===== src/rtl/neuron_scheduler.sv =====
// ---------------------------------------------------------------------------
// neuron_scheduler
//
// Sequences one neural-layer job through an external multi-cycle datapath.
// A job is a single input vector (A) that is combined with TILES weight
// tiles (B), one tile at a time:
//
//   IDLE  -> accept input vector into A, clear tile counter
//   FETCH -> request weight tile <tile>, wait for it, latch into B
//   ISSUE -> one-cycle datapath start pulse
//   WAIT  -> LATENCY cycles; the result is captured on the last edge
//   EMIT  -> present the tile result until downstream accepts it, then
//            either fetch the next tile or return to IDLE after the last
//
// All control outputs are flops loaded from the next-state decode, so
// they change only on clock edges and take their reset values as soon as
// RESET_N falls.
//
// Ports
//   CLOCK      in   rising-edge clock
//   RESET_N    in   asynchronous active-low reset
//   IN_VALID   in   job input vector valid
//   IN_READY   out  scheduler idle and able to accept a job
//   IN_DATA    in   job input vector            [DWIDTH*IDIM]
//   W_REQ      out  weight tile fetch request
//   W_ADDR     out  requested tile index        [max(1,clog2(TILES))]
//   W_VALID    in   weight tile returned (only honoured in FETCH)
//   W_DATA     in   weight tile                 [DWIDTH*ODIM]
//   DP_START   out  datapath start pulse
//   DP_A       out  datapath operand A          [DWIDTH*IDIM]
//   DP_B       out  datapath operand B          [DWIDTH*ODIM]
//   DP_O       in   datapath result             [DWIDTH*IDIM*ODIM]
//   OUT_VALID  out  tile result valid
//   OUT_READY  in   downstream accepts result
//   OUT_DATA   out  registered tile result      [DWIDTH*IDIM*ODIM]
//   OUT_TILE   out  tile index of OUT_DATA      [max(1,clog2(TILES))]
//   OUT_LAST   out  OUT_DATA is the final tile of the job
//   BUSY       out  high whenever the FSM is not in IDLE
// ---------------------------------------------------------------------------
module neuron_scheduler #(
  parameter int DWIDTH  = 32,
  parameter int IDIM    = 1,
  parameter int ODIM    = 2,
  parameter int TILES   = 4,
  parameter int LATENCY = 4
) (
  input  logic                                         CLOCK,
  input  logic                                         RESET_N,
  input  logic                                         IN_VALID,
  output logic                                         IN_READY,
  input  logic [DWIDTH*IDIM-1:0]                       IN_DATA,
  output logic                                         W_REQ,
  output logic [((TILES > 1) ? $clog2(TILES) : 1)-1:0] W_ADDR,
  input  logic                                         W_VALID,
  input  logic [DWIDTH*ODIM-1:0]                       W_DATA,
  output logic                                         DP_START,
  output logic [DWIDTH*IDIM-1:0]                       DP_A,
  output logic [DWIDTH*ODIM-1:0]                       DP_B,
  input  logic [DWIDTH*IDIM*ODIM-1:0]                  DP_O,
  output logic                                         OUT_VALID,
  input  logic                                         OUT_READY,
  output logic [DWIDTH*IDIM*ODIM-1:0]                  OUT_DATA,
  output logic [((TILES > 1) ? $clog2(TILES) : 1)-1:0] OUT_TILE,
  output logic                                         OUT_LAST,
  output logic                                         BUSY
);

  localparam int TW = (TILES > 1) ? $clog2(TILES) : 1;
  localparam int LW = $clog2(LATENCY + 1);
  localparam int AW = DWIDTH * IDIM;
  localparam int BW = DWIDTH * ODIM;
  localparam int OW = DWIDTH * IDIM * ODIM;

  localparam logic [TW-1:0] LAST_TILE = TW'(TILES - 1);
  localparam logic [LW-1:0] LAT_LOAD  = LW'(LATENCY);
  localparam logic [LW-1:0] LAT_ONE   = LW'(1);
  localparam logic [TW-1:0] TILE_ONE  = TW'(1);

  typedef enum logic [2:0] {
    ST_IDLE  = 3'd0,
    ST_FETCH = 3'd1,
    ST_ISSUE = 3'd2,
    ST_WAIT  = 3'd3,
    ST_EMIT  = 3'd4
  } state_t;

  state_t          state_r;
  state_t          state_n;

  logic            accept_s;    // job handshake in IDLE
  logic            wtake_s;     // weight tile accepted in FETCH
  logic            capture_s;   // last WAIT cycle: capture DP_O
  logic            advance_s;   // non-final tile accepted downstream

  logic [AW-1:0]   a_r;
  logic [BW-1:0]   b_r;
  logic [TW-1:0]   tile_r;
  logic [LW-1:0]   lat_cnt_r;

  logic            in_ready_r;
  logic            busy_r;
  logic            w_req_r;
  logic            dp_start_r;
  logic            out_valid_r;
  logic [OW-1:0]   out_data_r;
  logic [TW-1:0]   out_tile_r;
  logic            out_last_r;

  // State register.
  always_ff @(posedge CLOCK or negedge RESET_N) begin
    if (!RESET_N) begin
      state_r <= ST_IDLE;
    end else begin
      state_r <= state_n;
    end
  end

  // Next-state decode and the single-cycle strobes that qualify datapath updates.
  always_comb begin
    state_n   = state_r;
    accept_s  = 1'b0;
    wtake_s   = 1'b0;
    capture_s = 1'b0;
    advance_s = 1'b0;
    case (state_r)
      ST_IDLE: begin
        if (IN_VALID) begin
          accept_s = 1'b1;
          state_n  = ST_FETCH;
        end else begin
          state_n  = ST_IDLE;
        end
      end
      ST_FETCH: begin
        // Accepted on the entry cycle too, giving a zero-wait fetch.
        if (W_VALID) begin
          wtake_s = 1'b1;
          state_n = ST_ISSUE;
        end else begin
          state_n = ST_FETCH;
        end
      end
      ST_ISSUE: begin
        state_n = ST_WAIT;
      end
      ST_WAIT: begin
        // Counter was loaded with LATENCY on the ISSUE edge, so reaching
        // one marks the final WAIT cycle.
        if (lat_cnt_r == LAT_ONE) begin
          capture_s = 1'b1;
          state_n   = ST_EMIT;
        end else begin
          state_n   = ST_WAIT;
        end
      end
      ST_EMIT: begin
        if (OUT_READY) begin
          if (out_last_r) begin
            state_n   = ST_IDLE;
          end else begin
            advance_s = 1'b1;
            state_n   = ST_FETCH;
          end
        end else begin
          state_n = ST_EMIT;
        end
      end
      default: begin
        state_n = ST_IDLE;
      end
    endcase
  end

  // Control outputs registered from the next state so they align with state_r.
  always_ff @(posedge CLOCK or negedge RESET_N) begin
    if (!RESET_N) begin
      in_ready_r  <= 1'b1;
      busy_r      <= 1'b0;
      w_req_r     <= 1'b0;
      dp_start_r  <= 1'b0;
      out_valid_r <= 1'b0;
    end else begin
      in_ready_r  <= (state_n == ST_IDLE);
      busy_r      <= (state_n != ST_IDLE);
      w_req_r     <= (state_n == ST_FETCH);
      dp_start_r  <= (state_n == ST_ISSUE);
      out_valid_r <= (state_n == ST_EMIT);
    end
  end

  // Operand registers, tile counter and latency counter.
  always_ff @(posedge CLOCK or negedge RESET_N) begin
    if (!RESET_N) begin
      a_r       <= {AW{1'b0}};
      b_r       <= {BW{1'b0}};
      tile_r    <= {TW{1'b0}};
      lat_cnt_r <= {LW{1'b0}};
    end else begin
      if (accept_s) begin
        a_r    <= IN_DATA;
        tile_r <= {TW{1'b0}};
      end else if (advance_s && (tile_r != LAST_TILE)) begin
        // advance_s only fires for a non-final tile; the compare keeps
        // the counter inside 0..TILES-1 even if that ever changes.
        tile_r <= tile_r + TILE_ONE;
      end

      if (wtake_s) begin
        b_r <= W_DATA;
      end

      if (state_r == ST_ISSUE) begin
        lat_cnt_r <= LAT_LOAD;
      end else if ((state_r == ST_WAIT) && (lat_cnt_r != {LW{1'b0}})) begin
        lat_cnt_r <= lat_cnt_r - LAT_ONE;
      end
    end
  end

  // Result registers; loaded only on the final WAIT edge, then held through EMIT.
  always_ff @(posedge CLOCK or negedge RESET_N) begin
    if (!RESET_N) begin
      out_data_r <= {OW{1'b0}};
      out_tile_r <= {TW{1'b0}};
      out_last_r <= 1'b0;
    end else if (capture_s) begin
      out_data_r <= DP_O;
      out_tile_r <= tile_r;
      out_last_r <= (tile_r == LAST_TILE);
    end
  end

  assign IN_READY  = in_ready_r;
  assign BUSY      = busy_r;
  assign W_REQ     = w_req_r;
  assign W_ADDR    = tile_r;
  assign DP_START  = dp_start_r;
  assign DP_A      = a_r;
  assign DP_B      = b_r;
  assign OUT_VALID = out_valid_r;
  assign OUT_DATA  = out_data_r;
  assign OUT_TILE  = out_tile_r;
  assign OUT_LAST  = out_last_r;

endmodule


===== config.mk =====
export PLATFORM = sky130hd
export DESIGN_NAME = neuron_scheduler
export DESIGN_NICKNAME = d
export VERILOG_FILES = /design/src/rtl/neuron_scheduler.sv
export SDC_FILE = /design/constraint.sdc
export NUM_CORES = 1
export LEC_CHECK = 0
export ABC_AREA = 1
export CORE_AREA = 4 4 129 131
export CTS_BUF_LIST = sky130_fd_sc_hd__clkbuf_4
export DETAILED_ROUTE_END_ITERATION = 6
export DIE_AREA = 0 0 133 135
export DONT_BUFFER_PORTS = 1
export SLEW_MARGIN = 20
export SYNTH_ARGS = -nofsm -noshare
export SYNTH_HDL_FRONTEND = slang
export SYNTH_SLANG_ARGS = --single-unit
export TNS_END_PERCENT = 5

===== constraint.sdc =====
create_clock -name CLOCK -period 3.7 [get_ports CLOCK]
set_clock_uncertainty 0.2 [all_clocks]
set_input_delay 0.555 -clock CLOCK [delete_from_list [all_inputs] [get_ports CLOCK]]
set_output_delay 0.555 -clock CLOCK [all_outputs]
set_load 0.005 [all_outputs]

==> results of run 1 <==
==> cells by family after synthesis <==
logic type               Yosys count  synth area share [%]
adder cells (fa/ha/maj)            4                 0.714
AO/OA/AOI/OAI                      6                 0.446
AND/OR/NAND/NOR                  529                  30.6
flip-flops                       176                  62.8
buffers and inverters             65                  5.48
==> per-layer routing <==
metal  share of wire [%]  global-route usage (%)  vias up
met2                  50                    37.7      312
li1                    -                       -     2723
met4                 2.2                    7.74        0
met3                  10                    9.17       38
met1                  37                    26.3     2755
met5                   0                       0        -
==> sequential cells by signal (all words and copies together), names as in the netlist <==
signal / flops
DP_START: 1
OUT_VALID: 1
OUT_LAST: 1
IN_READY: 1
state_r: 3
W_ADDR: 2
DP_A: 32
OUT_DATA: 64
BUSY: 1
W_REQ: 1
OUT_TILE: 2
DP_B: 64
lat_cnt_r: 3
==> worst max-delay path: cells and delay by family (launching register included) <==
kind | cells | cell delay [ns]
buffers and inverters | 2 | 0.55
and+or+nand+nor | 4 | 0.80
DFF | 1 | 0.43
adders and majority gates | 1 | 0.20
==> cells in the mapped netlist (all sizes together) <==
master	count	area, sq um
a21oi	2	10.0
buf	37	279
clkbuf	8	30.0
dfrtp	175	4380
dfstp	1	26.3
ha	4	50.1
inv	20	75.1
nand2	401	1510
nand3	112	566
nand4	1	6.26
nor2	15	66.3
o21ai	3	15.0
o22ai	1	6.26
==> path summary, 6_finish.rpt <==
path	to	slack (ns)	depth (start not counted)
min in group CLOCK	state_r[0]$_DFF_PN0_	0.08	4
hold reg to reg	lat_cnt_r[0]$_DFFE_PN0P_	0.32	1
setup / recovery	OUT_DATA[28]$_DFFE_PN0N_	1.45	7
setup reg to reg	OUT_DATA[28]$_DFFE_PN0N_	1.45	7
hold / removal	DP_B[47]$_DFFE_PN0P_	-0.54	0
max in group asynchronous	DP_B[56]$_DFFE_PN0P_	3.45	0
==> power by group <==
group	total, mW	internal (mW)	switching, mW
clock network	1.02	0.340	0.683
registers	3.67	2.83	0.845
logic	1.79	0.652	1.14
total	6.48	3.82	2.67
==> cell type report <==
type / instances / area (sq um)
Fill cell: 1287 / 6670
Sequential cell: 176 / 4410
Multi-Input combinational cell: 539 / 2240
Timing Repair Buffer: 169 / 1670
Tap cell: 216 / 270
Clock inverter: 15 / 133
Clock buffer: 17 / 128
Inverter: 20 / 75.1
==> metrics.cfg, run 1 <==
[finish]
antenna_cells = 0
areaGrowthSynthToFinish_pct = 27.2
mostFrequentLayoutCells = nand2_1, dfrtp_1, dlygate4sd3_1
layout_commonest_cell = nand2_1
fin_util_pct = 57.2
drive_above_1_share_pct = 4.91
fin_area_sq_um = 8920
layout.cells.non_filler = 1152
final_net_count = 1092

[floorplanning]
die_area_sq_um = 18000
ios = 335
die_w_um = 133
initial_utilization_pct = 45.0
die_h_um = 135
core-area_sq_um = 15600
rows = 46

[placed_design]
placed_cell_area_sq_um = 7040
place_ws_ns = 1.50
port-buffer-count = 0
place_hpwl_mm = 12.6
place.gp.congestion = 0.793
dp.cells = 958

[clock_network]
clkSinkCount = 176
clk_latency_ns = 0.56
root_buffer = clkbuf_4
htreeDepth = 4
cts_tree = yes
cts_made_buffers = 17
cts-hold-fix-buffers = 162
post-cts-setup-buffer-count = 0
clockBufferDepth = 2
clkTransAtPathRegs_ns = 0.15
cts_resized = 0

[run_status]
failed_checks = negative hold slack
status = complete, but fails checks

[global_route]
grt_overflow = 0
grt_pass1_vias = 6068
antenna_found_initial = 0
grt_pass1_wl_mm = 32.2
grt_start_max_net_pins = 177
grt_usage_pct = 22.5

[setup_path]
crit_path_start = lat_cnt_r[0]$_DFFE_PN0P_
cp_max_fo = 38
critPathLaunchType = flop
max_stage_delay_ns = 0.54
crit_path_top_delay_cell = nand2_2
cp.arrival_ns = 2.56
crit_path_end_kind = flop
crit_top_cell = nand2_1
r2r-start = lat_cnt_r[0]$_DFFE_PN0P_
worst-setup-path-type = reg2reg
cp_cell_sequence = ha_1 -> inv_1 -> nor2_4 -> nand2_2 -> buf_4 -> nand2_1 -> nand2_1
cp.required_ns = 4.01

[synth]
avgSynthCellArea_sq_um = 8.99
synthesis.area_sq_um = 7010
yosysWarnings = 0
synthesis.instances = 780
syn-num-nets = 949
seq_area_frac_synth_pct = 62.8
ys_ff_latch = 176
synth_cell_types = 19

[routing]
drc = 0
detail_route.vias_per_cell = 5.06
first_iter_violations = 458
drt_wl_total_mm = 20.2
wl_per_cell_um = 17.6
drt_pre_antenna_iters = 5
antenna_left = 0
vias = 5828

[pwr]
fin_total_pwr_mw = 6.48
powerDensity_nw_per_um2 = 726
leakage_nw = 4.58
vdd_drop_max_mv = 0.328

[sta]
rsz0062_at_grt = false
drv_slew = 0
setup_violations = 0
period_share_pct = 60.8
relSlewSlack_pct = 31.0
period_needed_ns = 2.25
worst_slack_ns = 1.45
hold_slack_ns = -0.540
worstMarginPinSlew_ns = 1.03
hold_viol = 176
finalSetupTns_ns = 0
fmax_mhz = 444

[job]
maxCapViolCount = 0

[worst_hold_path]
hp-class = in2async

Power figures use the tool's default switching activity.
==> run 2, diff against run 1 <==
==> constraint.sdc (replaced) <==
create_clock -name CLOCK -period 2.1 [get_ports CLOCK]
set_clock_uncertainty 0.2 [all_clocks]
set_input_delay 0.315 -clock CLOCK [delete_from_list [all_inputs] [get_ports CLOCK]]
set_output_delay 0.315 -clock CLOCK [all_outputs]
set_load 0.005 [all_outputs]
==> metrics.cfg, run 2 (synthesis gave the netlist of run 1 again) <==
[sta]
relSlewSlack_pct = 57.5
fmax_mhz = 502
worst_slack_ns = 0.106
period_needed_ns = 1.99
period_share_pct = 94.9
drv_slew = 0
hold_slack_ns = -0.766
hold_viol = 176
setup_violations = 0
worstMarginPinSlew_ns = 0.637

[setup_path]
max_stage_delay_ns = 0.60
cp.required_ns = 2.39
cp_top_family = buffers and inverters
cp_max_fo = 32
critPathLaunchType = flop
cp_cell_sequence = nor2_2 -> buf_6 -> nand3_1 -> dlygate4sd3_1 -> nand2_1
cp.arrival_ns = 2.29
crit_path_top_delay_cell = dlygate4sd3_1
crit_path_end_kind = flop
worst-setup-path-type = reg2reg
cp_num_buf_inv = 2

[clock_network]
clkTransAtPathRegs_ns = 0.16
root_buffer = clkbuf_4
clockBufferDepth = 2
cts_tree = yes
cts-hold-fix-buffers = 170
htreeDepth = 4
clk_latency_ns = 0.54
clkSinkCount = 176
cts_made_buffers = 17

[global_route]
grt_pass1_vias = 6008
grt_start_max_net_pins = 177
antenna_found_initial = 2
grt_pass1_wl_mm = 31.5
grt_usage_pct = 22.0
grt_overflow = 0

[finish]
fin_area_sq_um = 9080
multi_input_area_sq_um = 2240
final_net_count = 1103
mostFrequentLayoutCells = nand2_1, dfrtp_1, dlygate4sd3_1
drive_above_1_share_pct = 5.40
fill_cells = 1263
fin_util_pct = 58.2
regArea_sq_um = 4410
layout_commonest_cell = nand2_1
areaGrowthSynthToFinish_pct = 29.4

[floorplanning]
initial_utilization_pct = 45.0
die_area_sq_um = 18000
ios = 335
rows = 46
core-area_sq_um = 15600
die_h_um = 135
die_w_um = 133

[routing]
vias = 5816
detail_route.vias_per_cell = 5.00
antenna_left = 0
drc = 0
wl_per_cell_um = 17.2
first_iter_violations = 484
drt_wl_total_mm = 20.0
drt_pre_antenna_iters = 5

[placed_design]
place_hpwl_mm = 12.5
place.gp.congestion = 0.804
port-buffer-count = 0
placed_cell_area_sq_um = 7120
place_ws_ns = 0.299

[pwr]
vdd_drop_max_mv = 0.530
powerDensity_nw_per_um2 = 1260
leakage_nw = 4.63

[worst_hold_path]
hp-class = in2async

[job]
maxCapViolCount = 0

[run_status]
status = complete, but fails checks
failed_checks = negative hold slack

## run 2: cell count changes in the layout (fill, tap and decap cells not counted), sizes merged
| cell | previous run | this run |
|---|---|---|
| buf | 7 | 10 |
| bufinv | 1 | 0 |
| clkbuf | 17 | 18 |
| clkinv | 6 | 3 |
| clkinvlp | 3 | 2 |
| diode | 0 | 2 |
| dlygate4sd3 | 162 | 170 |
| inv | 25 | 27 |
## run 2: metrics by stage
step / std cells / power [mW] / TNS [ns]
5_1_grt: 1163 / 12.4 / -0.00428
6_report: 1163 / 11.4 / 0
4_1_cts: 1161 / 11.5 / 0
3_3_place_gp: 961 / 9.25 / 0
2_1_floorplan: 780 / 8.52 / 0
3_5_place_dp: 961 / 9.44 / 0
## run 2: final cells by class
cell class                      count  area share [%]
Inverter                           20           0.827
Clock buffer                       18            1.49
Multi-Input combinational cell    539            24.7
Clock inverter                     12            1.14
Timing Repair Buffer              180            20.2
Sequential cell                   176            48.5
Tap cell                          216            2.98
Antenna cell                        2          0.0551
## run 2: worst paths after layout
kind / from / to / slack, ns / cells past startpoint
setup / recovery: state_r[2]$_DFF_PN0_ / DP_A[22]$_DFFE_PN0P_ / 0.11 / 5
hold reg to reg: lat_cnt_r[0]$_DFFE_PN0P_ / lat_cnt_r[0]$_DFFE_PN0P_ / 0.32 / 1
max in group asynchronous: RESET_N / IN_READY$_DFF_PN1_ / 2.18 / 0
setup reg to reg: state_r[2]$_DFF_PN0_ / DP_A[22]$_DFFE_PN0P_ / 0.11 / 5
min in group CLOCK: W_DATA[49] / DP_B[49]$_DFFE_PN0P_ / 0.20 / 3
hold / removal: RESET_N / DP_B[41]$_DFFE_PN0P_ / -0.77 / 0
## run 2: timing repair
action,CTS,global route
resized for setup,0,5
setup buffers,0,0
endpoints found under the hold margin,346,176
setup endpoints to repair,0,7
## run 2: layer usage
| layer | global-route usage [%] | routed length (um) |
|---|---|---|
| met2 | 37.6 | 10100 |
| met3 | 8.83 | 1950 |
| met1 | 25.2 | 7440 |
| met5 | 0 | 0 |
| met4 | 8.08 | 508 |
## run 2: where the power goes
part | switching [mW] | internal, mW
Clock | 1.23 | 0.506
Sequential | 1.48 | 4.98
Combinational | 2.01 | 1.24
Total | 4.72 | 6.73
## run 2: worst reg2reg max path, stage by stage (launching register included)
cell	delay [ns]
dfrtp_2	0.51
nor2_2	0.17
buf_6	0.26
nand3_1	0.14
dlygate4sd3_1	0.60
nand2_1	0.08
